### config.mk
export PLATFORM = sky130hd
export DESIGN_NAME = tc_mm_result_wb
export DESIGN_NICKNAME = d
export VERILOG_FILES = /design/src/rtl/tc_mm_result_wb_pkg.sv /design/src/rtl/tc_sync_fifo.sv /design/src/rtl/tc_mm_result_wb.sv
export SDC_FILE = /design/constraint.sdc
export NUM_CORES = 2
export LEC_CHECK = 0
export CAP_MARGIN = 20
export CELL_PAD_IN_SITES_DETAIL_PLACEMENT = 0
export CELL_PAD_IN_SITES_GLOBAL_PLACEMENT = 2
export CORE_AREA = 2 2 417 419
export CTS_CLUSTER_SIZE = 8
export DETAILED_ROUTE_END_ITERATION = 12
export DIE_AREA = 0 0 419 421
export PLACE_DENSITY_LB_ADDON = 0.25
export REMOVE_ABC_BUFFERS = 1
export SYNTH_ARGS = -nofsm -noshare
export SYNTH_HDL_FRONTEND = slang
export SYNTH_SLANG_ARGS = --single-unit
### constraint.sdc
create_clock -name clk -period 79.8 [get_ports clk]
set_input_delay 19.95 -clock clk [delete_from_list [all_inputs] [get_ports clk]]
set_output_delay 19.95 -clock clk [all_outputs]
set_load 0.05 [all_outputs]
### src/rtl/tc_mm_result_wb_pkg.sv
// Shared defaults and helpers for the matrix-result writeback collector.
// Field widths here fix the layout of a queued writeback entry.
package tc_mm_result_wb_pkg;

    localparam int TC_MATRIX_BUS_WIDTH = 512;
    localparam int TC_DEPTH_WARP       = 3;
    localparam int TC_WB_BEATS         = 4;
    localparam int TC_WB_FIFO_DEPTH    = 2;

    localparam int FFLAGS_W  = 5;
    localparam int REG_IDX_W = 8;

    // Destination register wraps modulo 256, so FE + 3 lands on 01.
    function automatic logic [REG_IDX_W-1:0] wb_dest_idx(
        input logic [REG_IDX_W-1:0] base,
        input logic [REG_IDX_W-1:0] beat
    );
        return base + beat;
    endfunction

endpackage

### src/rtl/tc_sync_fifo.sv
// Generic synchronous FIFO with a registered head entry and registered occupancy.
// DEPTH must be a power of two so the pointers wrap on their own.
module tc_sync_fifo #(
    parameter int WIDTH = 8,
    parameter int DEPTH = 2
) (
    input  logic                       clk,
    input  logic                       rst,
    input  logic                       push,
    input  logic [WIDTH-1:0]           din,
    input  logic                       pop,
    output logic [WIDTH-1:0]           dout,
    output logic [$clog2(DEPTH+1)-1:0] count,
    output logic                       full,
    output logic                       empty
);

    localparam int AW = $clog2(DEPTH);
    localparam int CW = $clog2(DEPTH + 1);
    localparam logic [CW-1:0] CNT_FULL = CW'(DEPTH);
    localparam logic [CW-1:0] CNT_ONE  = CW'(1);

    logic [WIDTH-1:0] mem [DEPTH];
    logic [AW-1:0]    wr_ptr;
    logic [AW-1:0]    rd_ptr;
    logic [AW-1:0]    rd_next;
    logic [CW-1:0]    count_q;
    logic [WIDTH-1:0] head_q;
    logic             do_push;
    logic             do_pop;

    assign full    = (count_q == CNT_FULL);
    assign empty   = (count_q == '0);
    assign count   = count_q;
    assign dout    = head_q;
    assign do_push = push && !full;
    assign do_pop  = pop && !empty;
    assign rd_next = rd_ptr + AW'(1);

    always_ff @(posedge clk) begin
        if (do_push) begin
            mem[wr_ptr] <= din;
        end
    end

    always_ff @(posedge clk) begin
        if (rst) begin
            wr_ptr  <= '0;
            rd_ptr  <= '0;
            count_q <= '0;
            head_q  <= '0;
        end else begin
            if (do_push) begin
                wr_ptr <= wr_ptr + AW'(1);
            end
            if (do_pop) begin
                rd_ptr <= rd_next;
            end
            case ({do_push, do_pop})
                2'b10:   count_q <= count_q + CNT_ONE;
                2'b01:   count_q <= count_q - CNT_ONE;
                default: count_q <= count_q;
            endcase
            // With one entry left, the next head (if any) is the word being pushed now.
            if (do_pop) begin
                if (count_q != CNT_ONE) begin
                    head_q <= mem[rd_next];
                end else if (do_push) begin
                    head_q <= din;
                end
            end else if (do_push && empty) begin
                head_q <= din;
            end
        end
    end

endmodule

### src/rtl/tc_mm_result_wb.sv
// Collects the result beats of one matrix transaction, tags each with register/warp
// and cumulative fflags, and queues them for the register-file writeback port.
module tc_mm_result_wb
    import tc_mm_result_wb_pkg::*;
#(
    parameter int BEATS      = TC_WB_BEATS,
    parameter int DATA_W     = TC_MATRIX_BUS_WIDTH,
    parameter int WARP_W     = TC_DEPTH_WARP,
    parameter int FIFO_DEPTH = TC_WB_FIFO_DEPTH
) (
    input  logic                 clk,
    input  logic                 rst,
    input  logic                 in_valid_i,
    output logic                 in_ready_o,
    input  logic [DATA_W-1:0]    in_data_i,
    input  logic [FFLAGS_W-1:0]  in_fflags_i,
    input  logic [REG_IDX_W-1:0] in_reg_idxw_i,
    input  logic [WARP_W-1:0]    in_warpid_i,
    output logic                 wb_valid_o,
    input  logic                 wb_ready_i,
    output logic [DATA_W-1:0]    wb_data_o,
    output logic [REG_IDX_W-1:0] wb_reg_idx_o,
    output logic [WARP_W-1:0]    wb_warpid_o,
    output logic                 wb_last_o,
    output logic [FFLAGS_W-1:0]  wb_fflags_o,
    output logic                 txn_done_o
);

    localparam int CNT_W   = $clog2(BEATS);
    localparam int OCC_W   = $clog2(FIFO_DEPTH + 1);
    localparam int ENTRY_W = DATA_W + REG_IDX_W + WARP_W + 1 + FFLAGS_W;
    localparam logic [OCC_W-1:0] OCC_FULL  = OCC_W'(FIFO_DEPTH);
    localparam logic [CNT_W-1:0] BEAT_LAST = CNT_W'(BEATS - 1);

    logic [CNT_W-1:0]     beat_cnt;
    logic [REG_IDX_W-1:0] base_idx;
    logic [WARP_W-1:0]    base_warp;
    logic [FFLAGS_W-1:0]  facc;

    logic                 accept;
    logic                 first_beat;
    logic                 last_beat;
    logic [REG_IDX_W-1:0] cur_base;
    logic [REG_IDX_W-1:0] dest_idx;
    logic [WARP_W-1:0]    dest_warp;
    logic [FFLAGS_W-1:0]  push_fflags;
    logic [ENTRY_W-1:0]   push_entry;
    logic [ENTRY_W-1:0]   head_entry;
    logic [OCC_W-1:0]     fifo_count;
    logic                 fifo_full;
    logic                 fifo_empty;
    logic                 head_last;
    logic                 wb_pop;

    assign in_ready_o = (fifo_count != OCC_FULL);
    assign accept     = in_valid_i && !fifo_full;
    assign first_beat = (beat_cnt == '0);
    assign last_beat  = (beat_cnt == BEAT_LAST);

    // Beat 0 takes its tags straight from the inputs so it costs no extra cycle.
    assign cur_base    = first_beat ? in_reg_idxw_i : base_idx;
    assign dest_idx    = wb_dest_idx(cur_base, REG_IDX_W'(beat_cnt));
    assign dest_warp   = first_beat ? in_warpid_i : base_warp;
    assign push_fflags = first_beat ? in_fflags_i : (facc | in_fflags_i);
    assign push_entry  = {in_data_i, dest_idx, dest_warp, last_beat, push_fflags};

    assign {wb_data_o, wb_reg_idx_o, wb_warpid_o, head_last, wb_fflags_o} = head_entry;
    assign wb_last_o  = head_last;
    assign wb_valid_o = !fifo_empty;
    assign wb_pop     = wb_valid_o && wb_ready_i;

    always_ff @(posedge clk) begin
        if (rst) begin
            beat_cnt   <= '0;
            base_idx   <= '0;
            base_warp  <= '0;
            facc       <= '0;
            txn_done_o <= 1'b0;
        end else begin
            txn_done_o <= wb_pop && head_last;
            if (accept) begin
                beat_cnt <= beat_cnt + CNT_W'(1);
                facc     <= last_beat ? '0 : push_fflags;
                if (first_beat) begin
                    base_idx  <= in_reg_idxw_i;
                    base_warp <= in_warpid_i;
                end
            end
        end
    end

    tc_sync_fifo #(
        .WIDTH (ENTRY_W),
        .DEPTH (FIFO_DEPTH)
    ) u_fifo (
        .clk   (clk),
        .rst   (rst),
        .push  (accept),
        .din   (push_entry),
        .pop   (wb_pop),
        .dout  (head_entry),
        .count (fifo_count),
        .full  (fifo_full),
        .empty (fifo_empty)
    );

endmodule

==> run_results.csv <==
group,metric,value,unit
min_path,hold_class,"flip-flop to flip-flop",
clock_network,cts_sinks,1610,
placed_design,placed_area,0.0737,mm^2
synth,synth_top_area_frac,0.520,
setup_path,critPathRequiredTime,80.45,ns
global_routing,grt_antenna_before_repair,68,
floorplan,die_area,0.176,mm^2
finish,final_cell_mix,"clkdlybuf4s50_1, edfxtp_1, nand2_1",
floorplan,rows,153,
setup_path,r2r_setup_slack,74.59,ns
setup_path,end_kind,"flip-flop",
clock_network,h-tree-depth,4,
setup_path,cp.arrival,24.77,ns
clock_network,hold_buffers,0,
finish,fill_cells,15700,
synth,synthCells,4723,
synth,synth.largest_area_cell,"edfxtp_1",
global_routing,grt_pass1_vias,40200,
sta,hold_viol_final,0,
placed_design,dp_hpwl,120000,um
synth,ys_types,43,
sta,max_freq,0.0415,GHz
global_routing,grt_pass1_wl,276000,um
sta,fin_skew,0.0348,ns
sta,setup_viol,0,
power_and_ir_drop,power_leakage,25.9,nW
clock_network,cts_buffers,219,
finish,syn2layout_area_growth,31.1,%
run,cap_violations,0,
setup_path,crit_type,"input pin to flip-flop",
synth,synth_edf_count,1058,
sta,period_share,0.302,
setup_path,crit_path_frequent_cell,"buf_4",
global_routing,grtUsageTotal,0.209,
synth,synth_area_leaders,"edfxtp_1, dfxtp_1, mux2i_1",
route,drc_errors,0,
clock_network,cts_tree,"done",
clock_network,cts_root_buffer,"clkbuf_16",
route,via_per_inst,4.98,
finish,drive_above_1_share,0.0549,
setup_path,crit_chain,"clkdlybuf4s50_1, nor3b_4, buf_4, buf_4, buf_4, buf_4, buf_4, nand2_1, o211ai_1, a21oi_1",
power_and_ir_drop,powerDensity,41.1,mW/mm^2
clock_network,ctsLongestPathBuffers,3,
clock_network,post_cts_buffers,0,
route,num_vias,41000,
sta,rsz0062_at_grt,"false",
floorplan,coreArea,0.172,mm^2
synth,seq_area_frac_synth,0.700,
placed_design,gp_congestion,0.804,
route,post_drt_wl_per_cell,23.2,um
route,drt_iter0_drc,2355,
clock_network,clkLatencyLatePin,0.82,ns
run_status,status,"finished, final reports clean",
global_routing,grt_remaining_overflow,0,
setup_path,cp_num_buf_inv,6,
setup_path,critPathTopFamily,"buffers and inverters",
finish,final_area,0.0801,mm^2
floorplan,die_h,421,um
synth,async_reset_ff_frac,0,
route,drt.antenna.violating_nets,0,
setup_path,cp_max_fo,80,
global_routing,grt_max_degree,196,
sta,tns,0,ns
setup_path,critical_path.max_stage_delay,0.82,ns
synth,synthFlopType,"edfxtp_1",
floorplan,start_util,0.354,
sta,tightest_slew,1.20,ns
setup_path,worst_setup_path_start_kind,"input pin",
synth,synth_warnings,0,
sta,period_needed,24.12,ns
finish,final_common_cell,"clkdlybuf4s50_1",
clock_network,clkTransAtPathRegs,0.05,ns
route,drt_first_pass_iters,6,
clock_network,post_cts_resized,0,
sta,finalMaxSlewViolations,0,
setup_path,critPathSlowestCell,"buf_4",
floorplan,floorplan.die.width,419,um
placed_design,port_buffers,1063,
synth,syn_avg_cell_area,12.9,um^2
finish,final_nets,6246,
synth,ys_ff_latch,1610,
sta,relSlewSlack,0.201,
floorplan,io_pins,1064,
synth,syn_area,0.0611,mm^2
power_and_ir_drop,ir_drop,0.0455,mV
route,wirelength,191000,um
## final cells by class
cell class	instances	area (um^2)	area share
flip-flops and latches	1610	42800	0.534
multi-input cells	2745	16700	0.209
repair buffers	1119	11200	0.140
clock buffers	389	6200	0.0774
well taps	2325	2910	0.0363
clock inverters	12	189	0.00236
diodes	20	50.0	0.000625
inverters	10	37.5	0.000468
## stage by stage
stage | power [mW] | util | std cells | hold slack, ns | setup WS [ns]
finish | 3.29 | 0.465 | 8230 | 0.451 | 55.68
global route | 3.45 | 0.465 | 8228 | 0.466 | 55.37
CTS | 3.33 | 0.464 | 8208 | 0.452 | 55.74
detailed placement | 2.45 | 0.427 | 7807 | 0.445 | 54.86
global placement | 2.44 | 0.427 | 7807 | 0.440 | 54.78
floorplan | 2.39 | - | 4365 | 0.428 | 30.08
## tightest hold or removal path: cells and delay by family (launching register included)
family | cells | cell delay (ns)
and+or+nand+nor | 1 | 0.05
DFF | 1 | 0.30
AOI/OAI and AO/OA | 1 | 0.05
## final timing paths
path,from,end,cells after the start
worst max-delay path,wb_ready_i,u_fifo.dout[207],10
worst min-delay path,u_fifo.dout[506],u_fifo.dout[506],2
worst max register to register,u_fifo.count[0],u_fifo.dout[207],11
worst min register to register,u_fifo.dout[506],u_fifo.dout[506],2
## synth_stat cells (5+ instances only)
cell	instances
inv_1	8
o211ai_1	506
mux2i_1	516
nand2_1	1026
a311oi_1	9
mux2_2	19
a211oi_1	12
a222oi_1	11
buf_1	14
nor2_1	44
a21o_1	6
xnor2_1	9
edfxtp_1	1058
nand3_1	6
dfxtp_1	552
nor2b_1	12
clkbuf_1	165
a21oi_1	511
nor3_1	9
buf_2	179
o21ai_0	11
a22oi_1	5
ha_1	8
## kinds of logic after synthesis
family	synth area share
XOR/XNOR	0.00158
AO/OA/AOI/OAI	0.112
adder cells (fa/ha/maj)	0.00196
multiplexers	0.0880
AND/OR/NAND/NOR	0.0698
flip-flops	0.700
buffers and inverters	0.0263
## metal layers
metal	GRT usage	up-vias	share of wire
met1	0.250	20000	0.40
met4	0.0770	48	0.033
li1	-	19500	-
met2	0.357	1052	0.50
met3	0.0561	362	0.062
met5	0	-	0.0015
## registers in the layout (all words and copies together) (netlist names)
register	count
u_fifo.count	2
u_fifo.dout	529
u_fifo.wr_ptr	1
beat_cnt	2
base_warp	3
u_fifo.rd_ptr	1
u_fifo.mem	1058
txn_done_o	1
base_idx	8
facc	5
## report_power, final
group	internal, mW	leakage [nW]	switching [mW]
Sequential	1.09	14.4	0.0843
Combinational	0.381	8.43	0.865
Clock	0.519	3.03	0.351
Total	1.99	25.9	1.30
No activity file was read; power rests on OpenSTA's default activity.
